`src/rtl/rf_wb_arbiter.sv`:
```
// Write-back arbiter and load scoreboard for a single-write-port register file.
// Define RF_WB_RR_EN for round-robin arbitration; the default build gives port L fixed priority.
module rf_wb_arbiter #(
    parameter int ADDR_W = 5,
    parameter int DATA_W = 32
) (
    input  logic              clk_i,
    input  logic              rst_i,
    input  logic              alu_valid_i,
    output logic              alu_ready_o,
    input  logic [ADDR_W-1:0] alu_addr_i,
    input  logic [DATA_W-1:0] alu_data_i,
    input  logic              lsu_valid_i,
    output logic              lsu_ready_o,
    input  logic [ADDR_W-1:0] lsu_addr_i,
    input  logic [DATA_W-1:0] lsu_data_i,
    input  logic              issue_load_i,
    input  logic [ADDR_W-1:0] issue_addr_i,
    input  logic [ADDR_W-1:0] rs1_addr_i,
    input  logic [ADDR_W-1:0] rs2_addr_i,
    output logic              rs1_busy_o,
    output logic              rs2_busy_o,
    output logic              rf_we_o,
    output logic [ADDR_W-1:0] rf_waddr_o,
    output logic [DATA_W-1:0] rf_wdata_o,
    output logic              err_o
);
    localparam int NREG = 1 << ADDR_W;

    // Handshake: a port transfers when valid && ready at a rising edge; ready is only
    // raised for a valid port, and a losing port holds valid/addr/data until granted.
    logic [NREG-1:0]   busy;
    logic [NREG-1:0]   busy_next;
    logic              contended;
    logic              grant_a;
    logic              grant_l;
    logic              wr_valid;
    logic [ADDR_W-1:0] wr_addr;
    logic [DATA_W-1:0] wr_data;
    logic              issue_dup;
    logic              waw_a;
    logic              issue_set;
`ifdef RF_WB_RR_EN
    logic              favour_l;
`endif

    always_comb begin
        contended = alu_valid_i && lsu_valid_i;
        grant_a   = 1'b0;
        grant_l   = 1'b0;
        if (!rst_i) begin
            if (contended) begin
`ifdef RF_WB_RR_EN
                grant_l = favour_l;
                grant_a = !favour_l;
`else
                grant_l = 1'b1;
`endif
            end else begin
                grant_a = alu_valid_i;
                grant_l = lsu_valid_i;
            end
        end
    end

    assign alu_ready_o = grant_a;
    assign lsu_ready_o = grant_l;

    always_comb begin
        wr_valid = 1'b0;
        wr_addr  = alu_addr_i;
        wr_data  = alu_data_i;
        if (grant_l) begin
            wr_valid = (lsu_addr_i != '0);
            wr_addr  = lsu_addr_i;
            wr_data  = lsu_data_i;
        end else if (grant_a) begin
            wr_valid = (alu_addr_i != '0);
        end
    end

    // A fresh load on the same edge as its write-back keeps the bit set.
    always_comb begin
        issue_set = issue_load_i && (issue_addr_i != '0);
        issue_dup = issue_set && busy[issue_addr_i] &&
                    !(grant_l && (lsu_addr_i == issue_addr_i));
        waw_a     = grant_a && (alu_addr_i != '0) && busy[alu_addr_i];
        busy_next = busy;
        if (grant_l) busy_next[lsu_addr_i] = 1'b0;
        if (issue_set) busy_next[issue_addr_i] = 1'b1;
        busy_next[0] = 1'b0;
    end

    always_ff @(posedge clk_i) begin
        if (rst_i) begin
            rf_we_o    <= 1'b0;
            rf_waddr_o <= '0;
            rf_wdata_o <= '0;
            err_o      <= 1'b0;
            busy       <= '0;
`ifdef RF_WB_RR_EN
            favour_l   <= 1'b1;
`endif
        end else begin
            rf_we_o <= wr_valid;
            if (wr_valid) begin
                rf_waddr_o <= wr_addr;
                rf_wdata_o <= wr_data;
            end
            if (issue_dup || waw_a) err_o <= 1'b1;
            busy <= busy_next;
`ifdef RF_WB_RR_EN
            if (contended) favour_l <= grant_a;
`endif
        end
    end

    // The in-flight term covers the cycle between grant and register-file commit.
    assign rs1_busy_o = busy[rs1_addr_i] |
                        (rf_we_o && (rf_waddr_o == rs1_addr_i) && (rs1_addr_i != '0));
    assign rs2_busy_o = busy[rs2_addr_i] |
                        (rf_we_o && (rf_waddr_o == rs2_addr_i) && (rs2_addr_i != '0));

endmodule

```
`config.mk`:
```
export PLATFORM = sky130hd
export DESIGN_NAME = rf_wb_arbiter
export DESIGN_NICKNAME = d
export VERILOG_FILES = /design/src/rtl/rf_wb_arbiter.sv
export SDC_FILE = /design/constraint.sdc
export NUM_CORES = 1
export LEC_CHECK = 0
export CAP_MARGIN = 20
export CORE_UTILIZATION = 47
export DETAILED_ROUTE_END_ITERATION = 8
export GPL_ROUTABILITY_DRIVEN = 0
export PLACE_DENSITY = 0.81
export SLEW_MARGIN = 20
export SYNTH_ARGS = -nofsm -noshare
export SYNTH_HDL_FRONTEND = slang
export SYNTH_SLANG_ARGS = --single-unit
export TNS_END_PERCENT = 20
```
`constraint.sdc`:
```
create_clock -name clk_i -period 4.1 [get_ports clk_i]
set_input_delay 1.025 -clock clk_i [delete_from_list [all_inputs] [get_ports clk_i]]
set_output_delay 1.025 -clock clk_i [all_outputs]
set_load 0.01 [all_outputs]
```
# ---- Word-level counts from Yosys, hierarchy flattened
# Cells that the tools add are included.
dict set report totals {
  inputBits 94
  output_inout_bits 43
  register_bits 71
}
dict set report classes {
  eq_ne 3
  n_lt_le_gt_ge 7
  mux 22
  n_bitwise 5
  n_reduce_logical 20
}
# cell n
set ops {}
lappend ops {{2-to-1 mux 32 bit} 3}
lappend ops {{AND 32 bit} 1}
lappend ops {{NOT 32 bit} 1}
lappend ops {{OR 32 bit} 1}
lappend ops {{< comparator 5 x 6 -> 1 bit (second input constant)} 5}
lappend ops {{nonzero test 5 bit} 5}
lappend ops {{binary-select mux 1 bit (select 5 bit)} 4}
lappend ops {{== test 5 bit} 3}
lappend ops {{logical AND 1 bit} 13}
lappend ops {{2-to-1 mux 1 bit} 12}
lappend ops {{demux 1 bit (select 5 bit)} 2}
lappend ops {{greater-or-equal comparator 5 x 1 -> 1 bit (second input constant)} 2}
lappend ops {{2-to-1 mux 5 bit} 1}
lappend ops {{OR 1 bit} 2}
lappend ops {{logical NOT 1 bit} 1}
lappend ops {{logical OR 1 bit} 1}

# ---- Logic depth before layout (Yosys ltp)
dict set report logic_depth {
  word_depth 9
  ltp_mapped 9
}

# ---- Worst setup path after synthesis
# Ideal clock, no wire load.
dict set report synth_path {
  kind {input to output}
  from {in rs1_addr_i[2]}
  to {out rs1_busy_o}
  n_path_buf 1
  required_time_ps 3075
  t_arrival_ps 2556
  path_slack_ps 519
  path_stages 6
  path_cell_list {clkbuf_1 mux2_2 nand2_1 o21ai_0 mux4_2 o32a_1}
}
dict set report synth_via {
  elab_chain_cells 4
  elab_cells_between_ends 7
  classes_between {1 x eq/ne; 2 x mux; 1 x bitwise; 3 x reduce/logical}
}
# element line_no
set synth_rtl {}
lappend synth_rtl {{start: declaration} 19} ;# input logic [ADDR_W-1:0] rs1_addr_i,
lappend synth_rtl {{parallel branches: the longest is 3 deep, another holds binary-select mux 1 bit (select 5 bit)} n/a}
lappend synth_rtl {{OR 1 bit *} 119} ;# assign rs1_busy_o = busy[rs1_addr_i] |
lappend synth_rtl {{end: declaration} 21} ;# output logic rs1_busy_o,
# Every way passes the cells marked *. The select of a mux whose other input is x is not followed.

# ---- Final worst setup path
dict set report layout_path {
  from {in rs2_addr_i[2]}
  to {out rs2_busy_o}
}
dict set report layout_via {
  elab_chain_cells 4
  elab_cells_between_ends 7
  classes_between {1 x eq/ne; 2 x mux; 1 x bitwise; 3 x reduce/logical}
}
# element line_no
set layout_rtl {}
lappend layout_rtl {{start: declaration} 20} ;# input logic [ADDR_W-1:0] rs2_addr_i,
lappend layout_rtl {{parallel branches: the longest is 3 deep, another holds binary-select mux 1 bit (select 5 bit)} n/a}
lappend layout_rtl {{OR 1 bit *} 121} ;# assign rs2_busy_o = busy[rs2_addr_i] |
lappend layout_rtl {{end: declaration} 22} ;# output logic rs2_busy_o,
# Marks and branches as above.

==> metrics.csv <==
stage;metric;value;unit
run_status;status;finished with violations;
run_status;failing checks;design-rule violations;
place;post-placement cell area;5740;µm²
clocking;root buf cell;clkbuf_8;
timing;RSZ-0062 raised after global routing;true;
place;Port Buffers;136;
floorplan;chip height;98.0;µm
routing;WL final;13.8;mm
cells_and_area;# fillers;706;
cells_and_area;post-route design area;5910;µm²
worst_setup_path;arrival time worst endpoint;3.03;ns
global_routing;grt ovf;0;
hold_path;type of the most critical hold path;register to register;
cells_and_area;Final nets;673;
routing;Routed wire per std cell;20.0;µm
place;Place WS;-0.492;ns
timing;smallest hold slack;0.500;ns
worst_setup_path;max incr delay on CP;0.49;ns
logic_synthesis;synth unique cells;39;
worst_setup_path;CP Max Fanout;6;
global_routing;first-pass GRT wire length;21.9;mm
floorplan;Core Region;8810;µm²
worst_setup_path;CP Launch Type;input pin;
logic_synthesis;Gate Count Post-Synth;458;
routing;Detailed Route Iter0 Violations;427;
cells_and_area;area occupied by registers;1400;µm²
timing;highest clock rate;247;MHz
floorplan;die area;9610;µm²
cells_and_area;area of the multi-input gates;2710;µm²
cells_and_area;most frequent cells in the layout;clkdlybuf4s50_1 (130), dfxtp_1 (70), nand2_1 (45);
place;dpl hpwl;10.1;mm
logic_synthesis;Mapped Area;4340;µm²
worst_setup_path;CP Class;input pin to output port;
worst_setup_path;Critical Path Slowest Stage Cell;clkdlybuf4s50_1;
cells_and_area;Ant. Diodes;0;
clocking;post-CTS setup buffer count;0;
timing;crit path time final;4.05;ns
logic_synthesis;Syn Area/Cell;9.47;µm²
power_and_ir_drop;PwrDens;282;nW/µm²
global_routing;GR Util All Layers;29.2;%
power_and_ir_drop;Leakage;2.22;nW
cells_and_area;P&R area growth vs syn;36.2;%
clocking;Max clock buf depth;2;
timing;Max-Slew Margin vs Limit;38.7;%
worst_setup_path;CP Cell Sequence;clkdlybuf4s50_1 > buf_4 > mux4_1 > mux4_2 > o32a_1 > dlygate4sd2_1;
power_and_ir_drop;sw frac;30.2;%
timing;min setup slack post-route;0.0450;ns
worst_setup_path;Bufs and invs on worst path;3;
routing;detailed-route DRC error count;9;
logic_synthesis;Async S/R FF share, synth;0;%
global_routing;largest net degree at the start of global routing;76;
clocking;clock latency on the worst-skew pair;0.36;ns
timing;endpoints failing setup;0;
power_and_ir_drop;Clock power frac;30.7;%
logic_synthesis;Post-Syn Nets;552;
worst_setup_path;Setup crit end;rs2_busy_o;
worst_setup_path;Reg-to-Reg End;err_o;
power_and_ir_drop;Max IR drop VDD;0.131;mV
floorplan;Initial Utilization;49.2;%
timing;final period utilization;98.9;%
logic_synthesis;Post-synth EDFFs;0;
routing;Final ANT Viol Nets;0;
timing;Max Transition Viols Final;0;
logic_synthesis;Synth area leaders;dfxtp_1 (32%), mux2i_1 (9.5%), mux4_1 (8.5%), mux4_2 (6.8%), a211oi_1 (5.2%);
clocking;clock-pin slew on the worst setup and hold paths;0.08;ns
logic_synthesis;Most used DFF post-synth;dfxtp_1;
routing;Via density;6.16;
logic_synthesis;post-synth top area share;32.3;%
worst_setup_path;R2R depth;4;
floorplan;Die W;98.0;µm
global_routing;initial antenna violation count;0;
worst_setup_path;Worst path depth;6;
worst_setup_path;Critical Path Source;rs2_addr_i[2];
logic_synthesis;synth warn;0;
global_routing;number of global-route vias before repair;4162;
clocking;CTS tree;done;
power_and_ir_drop;sw power;0.503;mW
timing;Hold Vio Cnt, Final;0;
clocking;CTS Buf Count;9;
timing;Worst-Margin Slew;0.917;ns
timing;Fin Clk Skew;0.00752;ns
worst_setup_path;Worst path top cell family by delay;buffers and inverters;
clocking;H-tree depth;3;
worst_setup_path;register-to-register setup slack;2.21;ns
worst_setup_path;worst r2r src;busy[1];
run;max_cap viols;0;
power_and_ir_drop;Internal;1.16;mW
routing;DR vias;4260;
worst_setup_path;Critical Path RT;3.07;ns
floorplan;Rows;34;
logic_synthesis;Synth area leader;dfxtp_1;
routing;DRT Pass-1 Iters;7;
cells_and_area;Final Core Density;67.1;%
cells_and_area;most common cell after layout, fill and taps aside;clkdlybuf4s50_1;
cells_and_area;layout cells sized above 1;13.0;%
clocking;number of clock sinks;70;
worst_setup_path;CP endpoint kind;output port;
power_and_ir_drop;Comb power frac;24.5;%
logic_synthesis;sequential area share after synthesis;32.3;%
floorplan;I/O pins;137;
logic_synthesis;#FFs+latches synth;70;
power_and_ir_drop;sequential power share;44.8;%
area by class of cell:
| class | instances | area share [%] |
|---|---|---|
| sequential | 70 | 23.7 |
| clock inverter | 7 | 0.847 |
| inverter | 1 | 0.0635 |
| clock buffer | 9 | 2.10 |
| tap | 108 | 2.29 |
| timing repair buffer | 155 | 25.1 |
| multi-input combinational | 342 | 45.9 |
cells by family (layout without fill, tap and decap cells):
logic type | after synthesis | in the layout | synth area share [%]
AOI/OAI and AO/OA | 120 | 120 | 17.8
muxes | 83 | 83 | 28.6
DFF | 70 | 70 | 32.3
and+or+nand+nor | 126 | 126 | 13.4
buffers and inverters | 46 | 172 | 5.22
xor gates and xnor gates | 13 | 13 | 2.63
worst min path at each step:
stage / start / end / slack (ns) / cells after the start
5_1_grt: rf_wdata_o[15] / rf_wdata_o[15] / 0.52 / 2
2_1_floorplan: busy[17] / busy[17] / 0.48 / 2
3_3_place_gp: rf_wdata_o[26] / rf_wdata_o[26] / 0.48 / 2
4_1_cts: rf_wdata_o[27] / rf_wdata_o[27] / 0.50 / 2
3_5_place_dp: rf_wdata_o[27] / rf_wdata_o[27] / 0.49 / 2
6_report: rf_wdata_o[15] / rf_wdata_o[15] / 0.50 / 2
cell usage after synthesis (8+ instances only):
| library cell | count |
|---|---|
| dfxtp_1 | 70 |
| nand2_1 | 46 |
| nor2_1 | 43 |
| clkbuf_1 | 31 |
| o21ai_0 | 35 |
| mux2_2 | 15 |
| mux4_2 | 13 |
| mux2i_1 | 41 |
| nand3_1 | 8 |
| a211oi_1 | 30 |
| mux4_1 | 14 |
| a21oi_1 | 32 |
sequential cells by signal, indices dropped and copies added, names as in the netlist:
signal	cells
busy	31
rf_wdata_o	32
rf_we_o	1
err_o	1
rf_waddr_o	5
worst reg2reg max path: stages, from the launching register on:
cell	delay [ns]
dfxtp_1	0.39
mux4_2	0.48
mux4_2	0.47
o211ai_1	0.30
o31ai_1	0.12
repair_timing:
item | CTS | global route
gates resized for setup | 7 | 2
hold buffers | 0 | 0
endpoints found under the setup margin | 2 | 2
per-layer routing:
layer	track usage (%)	share of wire, %	up-vias
li1	-	-	1961
met5	0	0	-
met2	48.5	49	254
met4	11.9	3.5	0
met3	7.09	10	54
met1	36.3	37	1991
metrics by stage:
step,setup TNS [ns],cells,power [mW]
after floorplan,0,458,0.961
after global placement,-0.822,676,1.16
after detailed placement,-0.930,676,1.17
after CTS,0,692,1.66
after global routing,-0.0185,692,1.73
final,0,692,1.66
power groups by stage:
| stage | clock network, mW | registers, mW | logic (mW) |
|---|---|---|---|
| global route | 0.542 | 0.751 | 0.436 |
| global placement | 0 | 0.758 | 0.397 |
| floorplan | 0 | 0.770 | 0.191 |
| finish | 0.511 | 0.746 | 0.408 |
| detailed placement | 0 | 0.761 | 0.407 |
| CTS | 0.510 | 0.745 | 0.408 |
(Power assumes the default switching activity.)
